**src/rtl/key_entry_pkg.sv**
```systemverilog
// Shared types and helpers for the keypad digit-entry buffer.
package key_entry_pkg;

    typedef enum logic {
        ENTRY = 1'b0,
        HOLD  = 1'b1
    } state_e;

    localparam int unsigned MAX_DIGIT = 9;

    function automatic logic is_digit(input logic [31:0] k);
        return k <= MAX_DIGIT;
    endfunction

endpackage

```
**src/rtl/digit_shift_reg.sv**
```systemverilog
// Digit slot array: shift-in toward MS, zero-fill shift toward LS, clear.
module digit_shift_reg #(
    parameter int NUM_DIGITS = 4,
    parameter int DIGIT_W    = 4
) (
    input  logic                          clk,
    input  logic                          reset,
    input  logic                          clr_i,
    input  logic                          shl_i,
    input  logic                          shr_i,
    input  logic [DIGIT_W-1:0]            din_i,
    output logic [NUM_DIGITS*DIGIT_W-1:0] slots_o
);

    localparam int NW = NUM_DIGITS * DIGIT_W;

    logic [NW-1:0] slots_q;
    logic [NW-1:0] slots_d;

    always_comb begin
        slots_d = slots_q;
        if (clr_i) begin
            slots_d = '0;
        end else if (shr_i) begin
            slots_d = slots_q >> DIGIT_W;
        end else if (shl_i) begin
            slots_d = {slots_q[NW-DIGIT_W-1:0], din_i};
        end
    end

    always_ff @(posedge clk or negedge reset) begin
        if (!reset) begin
            slots_q <= '0;
        end else begin
            slots_q <= slots_d;
        end
    end

    assign slots_o = slots_q;

endmodule

```
**src/rtl/key_entry_buffer.sv**
```systemverilog
// Keypad digit-entry buffer with backspace/clear and a valid/ready commit.
module key_entry_buffer
    import key_entry_pkg::*;
#(
    parameter int NUM_DIGITS = 4,
    parameter int DIGIT_W    = 4
) (
    input  logic                               clk,
    input  logic                               reset,
    input  logic [DIGIT_W-1:0]                 key,
    input  logic                               key_valid,
    input  logic                               backspace,
    input  logic                               clear,
    input  logic                               commit,
    input  logic                               out_ready,
    output logic [NUM_DIGITS*DIGIT_W-1:0]      digits,
    output logic [$clog2(NUM_DIGITS+1)-1:0]    count,
    output logic                               full,
    output logic [NUM_DIGITS*DIGIT_W-1:0]      out_digits,
    output logic                               out_valid,
    output logic                               reject
);

    localparam int NW = NUM_DIGITS * DIGIT_W;
    localparam int CW = $clog2(NUM_DIGITS + 1);
    localparam logic [CW-1:0] FULL_CNT = CW'(NUM_DIGITS);

    state_e        state_q, state_d;
    logic [CW-1:0] count_q, count_d;
    logic          full_q, full_d;
    logic [NW-1:0] snap_q, snap_d;
    logic          valid_q, valid_d;
    logic          rej_q, rej_d;
    logic          sr_clr, sr_shl, sr_shr;

    digit_shift_reg #(
        .NUM_DIGITS(NUM_DIGITS),
        .DIGIT_W   (DIGIT_W)
    ) u_slots (
        .clk    (clk),
        .reset  (reset),
        .clr_i  (sr_clr),
        .shl_i  (sr_shl),
        .shr_i  (sr_shr),
        .din_i  (key),
        .slots_o(digits)
    );

    always_comb begin
        state_d = state_q;
        count_d = count_q;
        snap_d  = snap_q;
        valid_d = valid_q;
        rej_d   = 1'b0;
        sr_clr  = 1'b0;
        sr_shl  = 1'b0;
        sr_shr  = 1'b0;
        unique case (state_q)
            ENTRY: begin
                if (clear) begin
                    sr_clr  = 1'b1;
                    count_d = '0;
                end else if (backspace) begin
                    if (count_q != '0) begin
                        sr_shr  = 1'b1;
                        count_d = count_q - CW'(1);
                    end else begin
                        rej_d = 1'b1;
                    end
                end else if (commit) begin
                    if (full_q) begin
                        snap_d  = digits;
                        valid_d = 1'b1;
                        state_d = HOLD;
                    end else begin
                        rej_d = 1'b1;
                    end
                end else if (key_valid) begin
                    if (is_digit(32'(key))) begin
                        sr_shl = 1'b1;
                        // Saturate so entry keeps rolling once full.
                        if (count_q != FULL_CNT) begin
                            count_d = count_q + CW'(1);
                        end
                    end else begin
                        rej_d = 1'b1;
                    end
                end
            end
            HOLD: begin
                // Hand-off and abort leave the same end state.
                if (clear || out_ready) begin
                    sr_clr  = 1'b1;
                    count_d = '0;
                    valid_d = 1'b0;
                    state_d = ENTRY;
                end
                if (!clear && (backspace || commit || key_valid)) begin
                    rej_d = 1'b1;
                end
            end
        endcase
        full_d = (count_d == FULL_CNT);
    end

    always_ff @(posedge clk or negedge reset) begin
        if (!reset) begin
            state_q <= ENTRY;
            count_q <= '0;
            full_q  <= 1'b0;
            snap_q  <= '0;
            valid_q <= 1'b0;
            rej_q   <= 1'b0;
        end else begin
            state_q <= state_d;
            count_q <= count_d;
            full_q  <= full_d;
            snap_q  <= snap_d;
            valid_q <= valid_d;
            rej_q   <= rej_d;
        end
    end

    assign count      = count_q;
    assign full       = full_q;
    assign out_digits = snap_q;
    assign out_valid  = valid_q;
    assign reject     = rej_q;

endmodule
```
**config.mk**
```make
export PLATFORM = sky130hd
export DESIGN_NAME = key_entry_buffer
export DESIGN_NICKNAME = d
export VERILOG_FILES = /design/src/rtl/key_entry_pkg.sv /design/src/rtl/digit_shift_reg.sv /design/src/rtl/key_entry_buffer.sv
export SDC_FILE = /design/constraint.sdc
export NUM_CORES = 1
export LEC_CHECK = 0
export ABC_CLOCK_PERIOD_IN_PS = 2600
export CAP_MARGIN = 20
export CORE_MARGIN = 4
export CORE_UTILIZATION = 47
export DETAILED_ROUTE_END_ITERATION = 12
export MAX_ROUTING_LAYER = met4
export PLACE_DENSITY = 0.78
export SETUP_SLACK_MARGIN = 0.02
export SLEW_MARGIN = 10
export SYNTH_ARGS = -nofsm -noshare
export SYNTH_HDL_FRONTEND = slang
export SYNTH_SLANG_ARGS = --single-unit
```
**constraint.sdc**
```tcl
create_clock -name clk -period 2.6 [get_ports clk]
set_clock_uncertainty 0.15 [all_clocks]
set_input_delay 0.52 -clock clk [delete_from_list [all_inputs] [get_ports clk]]
set_output_delay 0.52 -clock clk [all_outputs]
set_load 0.05 [all_outputs]
```
==> implementation parameters <==
Parameter                              Value

Global route
  Most crowded layer after global routing    met2
  Antenna violations before repair    0
  Met3 usage in global routing    roughly 6.3%
  Overall routing resource usage    17.77%
  Met2 Resource Use GR    26.86%
  Via count of the first global-routing pass    between 1000 and 1500
  Global-route wire length before repair    roughly 6.7 mm
  Remaining global-route overflow    0
  Global-route met1 utilization    between 20% and 30%
  Pin count of the biggest net entering global routing    40

Final layout
  Number of antenna repair diodes    0
  Growth of design area from synthesis to finish    34.24%
  Core utilization of the finished layout    between 60 and 70%
  Layout cell share with drive strength beyond 1    approximately 18%
  Fin cells    242
  Count of filler cells inserted in the layout    282
  Number of nets in the final layout    around 210

Timing
  Slack of the critical path    0.3160 ns
  Total count of hold-check failures in the final report    0
  Setup repair after global routing missed its margin    no
  Fin crit share    between 80 and 90%
  Relative slew slack    between 40% and 50%
  Slew Viols, Final    0
  Final Critical Period    roughly 2.3 ns
  Summed negative setup slack over all endpoints    0 ns
  Timing-limited maximum frequency    roughly 440 MHz
  Number of setup violations in the final report    0
  Slew of the pin with the lowest slew margin    0.8116 ns

Setup path
  Reg-to-reg setup timing slack    approximately 0.45 ns
  Endpoint of the worst setup timing path    digits[9]
  Start of the worst register-to-register path    count[1]
  Worst endpoint required time    just under 2 ns
  Startpoint of the worst setup timing path    u_slots.slots_o[9]
  Worst Path Class, Setup    reg -> out
  Cell Chain, Critical Path    clkdlybuf4s50_1
  Critical Path Max Stage Delay    between 0.8 and 0.9 ns
  Length in cells of the worst reg-to-reg path    7
  WP depth    1
  Kind of end point of the critical path    primary output
  Worst path top cell family by delay    buffers and inverters
  Sort of element at the start of the critical path    flop
  Critical-path top delay cell    clkdlybuf4s50_1
  Number of buffers and inverters on the critical path    1
  Destination of the worst register-to-register timing path    u_slots.slots_o[15]
  CP Max Fanout    5
  Data arrival, critical path    1.61 ns

Worst hold path
  Hold crit path type    in -> async

Route
  Total via count after detailed routing    about 1300
  DRC violations left    0
  Vias per Instance    around 5.5
  Routed WL per cell    15.88 um
  Violation count after the first detailed-routing iteration    slightly above 90
  Drt pass-1 iters    4
  Total Routed Length    between 3 and 4 mm
  Antenna violation net count after detailed routing    0

Yosys
  EDFF count, synth    0
  FF+latch count, synth    39
  Ys Warns    0
  Average footprint of a synthesized cell    about 13 um2
  Top flip-flop cell by instance count after synthesis    dfrtp_1
  Synth top area share    roughly 54%
  Sequential share of the synthesized area    a little over half
  Library cell with the highest instance count after synthesis    dfrtp_1
  Number of distinct library cell variants in the gate-level netlist after synthesis    35
  Cells taking the most area after synthesis    dfrtp_1 (54%), a22o_1 (7.8%), mux2_4 (6.7%)
  Fraction of synthesis flops using an asynchronous set or reset pin    100.0%
  Library cell occupying the most area in the post-synthesis netlist    dfrtp_1
  Netlist Area Pre-Place    about 1800 um2
  Cell count after synthesis    138
  Top post-synthesis cells by count    dfrtp_1 (39), a22o_1 (16), a21o_1 (14)
  Post-synthesis net count    about 150

Run
  Maximum capacitance violations    0

Clock tree
  TritonCTS clock tree    built
  H-tree level count    2
  Library cell used as clock root buffer    clkbuf_8
  Number of resized instances in the post-cts repair step    0
  Number of clock sinks    39
  Clock latency on the worst-skew pair    0.29 ns
  CTS max path bufs    2
  Buffers inserted during post-CTS setup optimization    0
  Clock-pin slew on the worst setup and hold paths    around 0.08 ns
  Number of buffers added by the clock tree synthesis step    5
  Quantity of hold-fixing buffers added after cts    0

Die
  Core region area    3689 um2
  Die extent in x    ~70 um
  Die height    approximately 70 um
  Rows    22
  Die outline area    around 4900 um2
  Ports    49
  Starting density of the core    around 50%

Power and ir drop
  Final Total Pwr    about 1.5 mW
  Power density normalized to cell area    approximately 640 nW/um2
  Leakage power summed over all cells    1.177 nW
  Maximum VDD drop    around 0.00047 V

Placement
  Final HPWL from detailed placement    approximately 2.8 mm
  Number of input and output port buffers inserted    48
  Weighted congestion at the end of routability-driven global placement    0.8466
  Worst slack, placed    ~0.11 ns
  Post-Place Cells    between 200 and 250

Outcome
  Run status    completed
metal layers:
metal	wire, um	part of all wire [%]	up-vias
met5	0	0	-
met4	27	0.70	0
met3	162	4.2	5
met2	1865	49	38
met1	1788	47	661
li1	-	-	626
worst min path at each step:
stage | from | endpoint | slack [ns] | cells after the start
2_1_floorplan | reset | count[0] | 0.07 | 0
3_3_place_gp | out_valid | out_valid | 0.31 | 1
3_5_place_dp | out_valid | out_valid | 0.33 | 1
4_1_cts | reset | out_digits[7] | 0.18 | 1
5_1_grt | reset | out_digits[2] | 0.23 | 1
6_report | reset | out_digits[7] | 0.16 | 1
where the power goes:
| part | internal [mW] | leakage (nW) | switching (mW) | total (mW) |
|---|---|---|---|---|
| Sequential | 0.646 | 0.538 | 0.0391 | 0.685 |
| Clock | 0.186 | 0.0402 | 0.207 | 0.393 |
| Combinational | 0.166 | 0.599 | 0.301 | 0.466 |
state kept, by name (all words and copies together), names as in the netlist:
name             count
count                3
full                 1
out_digits          16
out_valid            1
reject               1
state_q              1
u_slots.slots_o     16
stage by stage:
step	area [um2]	hold WS [ns]
6_report	2414	0.1637
5_1_grt	2414	0.2259
4_1_cts	2414	0.1838
3_5_place_dp	2325	0.3341
3_3_place_gp	2325	0.3073
2_1_floorplan	1798	0.07441
area by class of cell:
cell class              instances  area [um2]  share of cell area (%)
clock buffers                   5       68.82                   2.851
clock inverters                 3       20.02                  0.8294
flip-flops and latches         39       975.9                   40.44
multi-input cells              90       757.0                   31.36
repair buffers                 54       520.5                   21.57
inverters                       3       11.26                  0.4666
well taps                      48       60.06                   2.488
logic make-up (layout without fill, tap and decap cells):
logic type      after synthesis  count (layout)  share of synthesized area (%)
compound gates               46              46                          19.21
fa+ha+maj                     3               3                          2.088
buf+inv                       9              65                          3.619
flops                        39              39                          54.28
mux                          17              17                          12.25
simple gates                 24              24                          8.560
placed cells by master (no fill, tap or decap), types with 2 or more instances in the layout:
cell type / n
nand2b_1: 4
inv_1: 3
nand2_1: 5
nor3_4: 2
clkdlybuf4s50_1: 47
nor3b_1: 2
a21oi_1: 5
buf_4: 6
o21ai_0: 4
mux2_2: 8
clkinvlp_4: 2
a22o_1: 16
clkbuf_8: 5
ha_1: 3
mux2_4: 8
a21o_1: 14
nor2_1: 3
dfrtp_1: 39
Note: power is estimated with default switching activity, not from simulation.
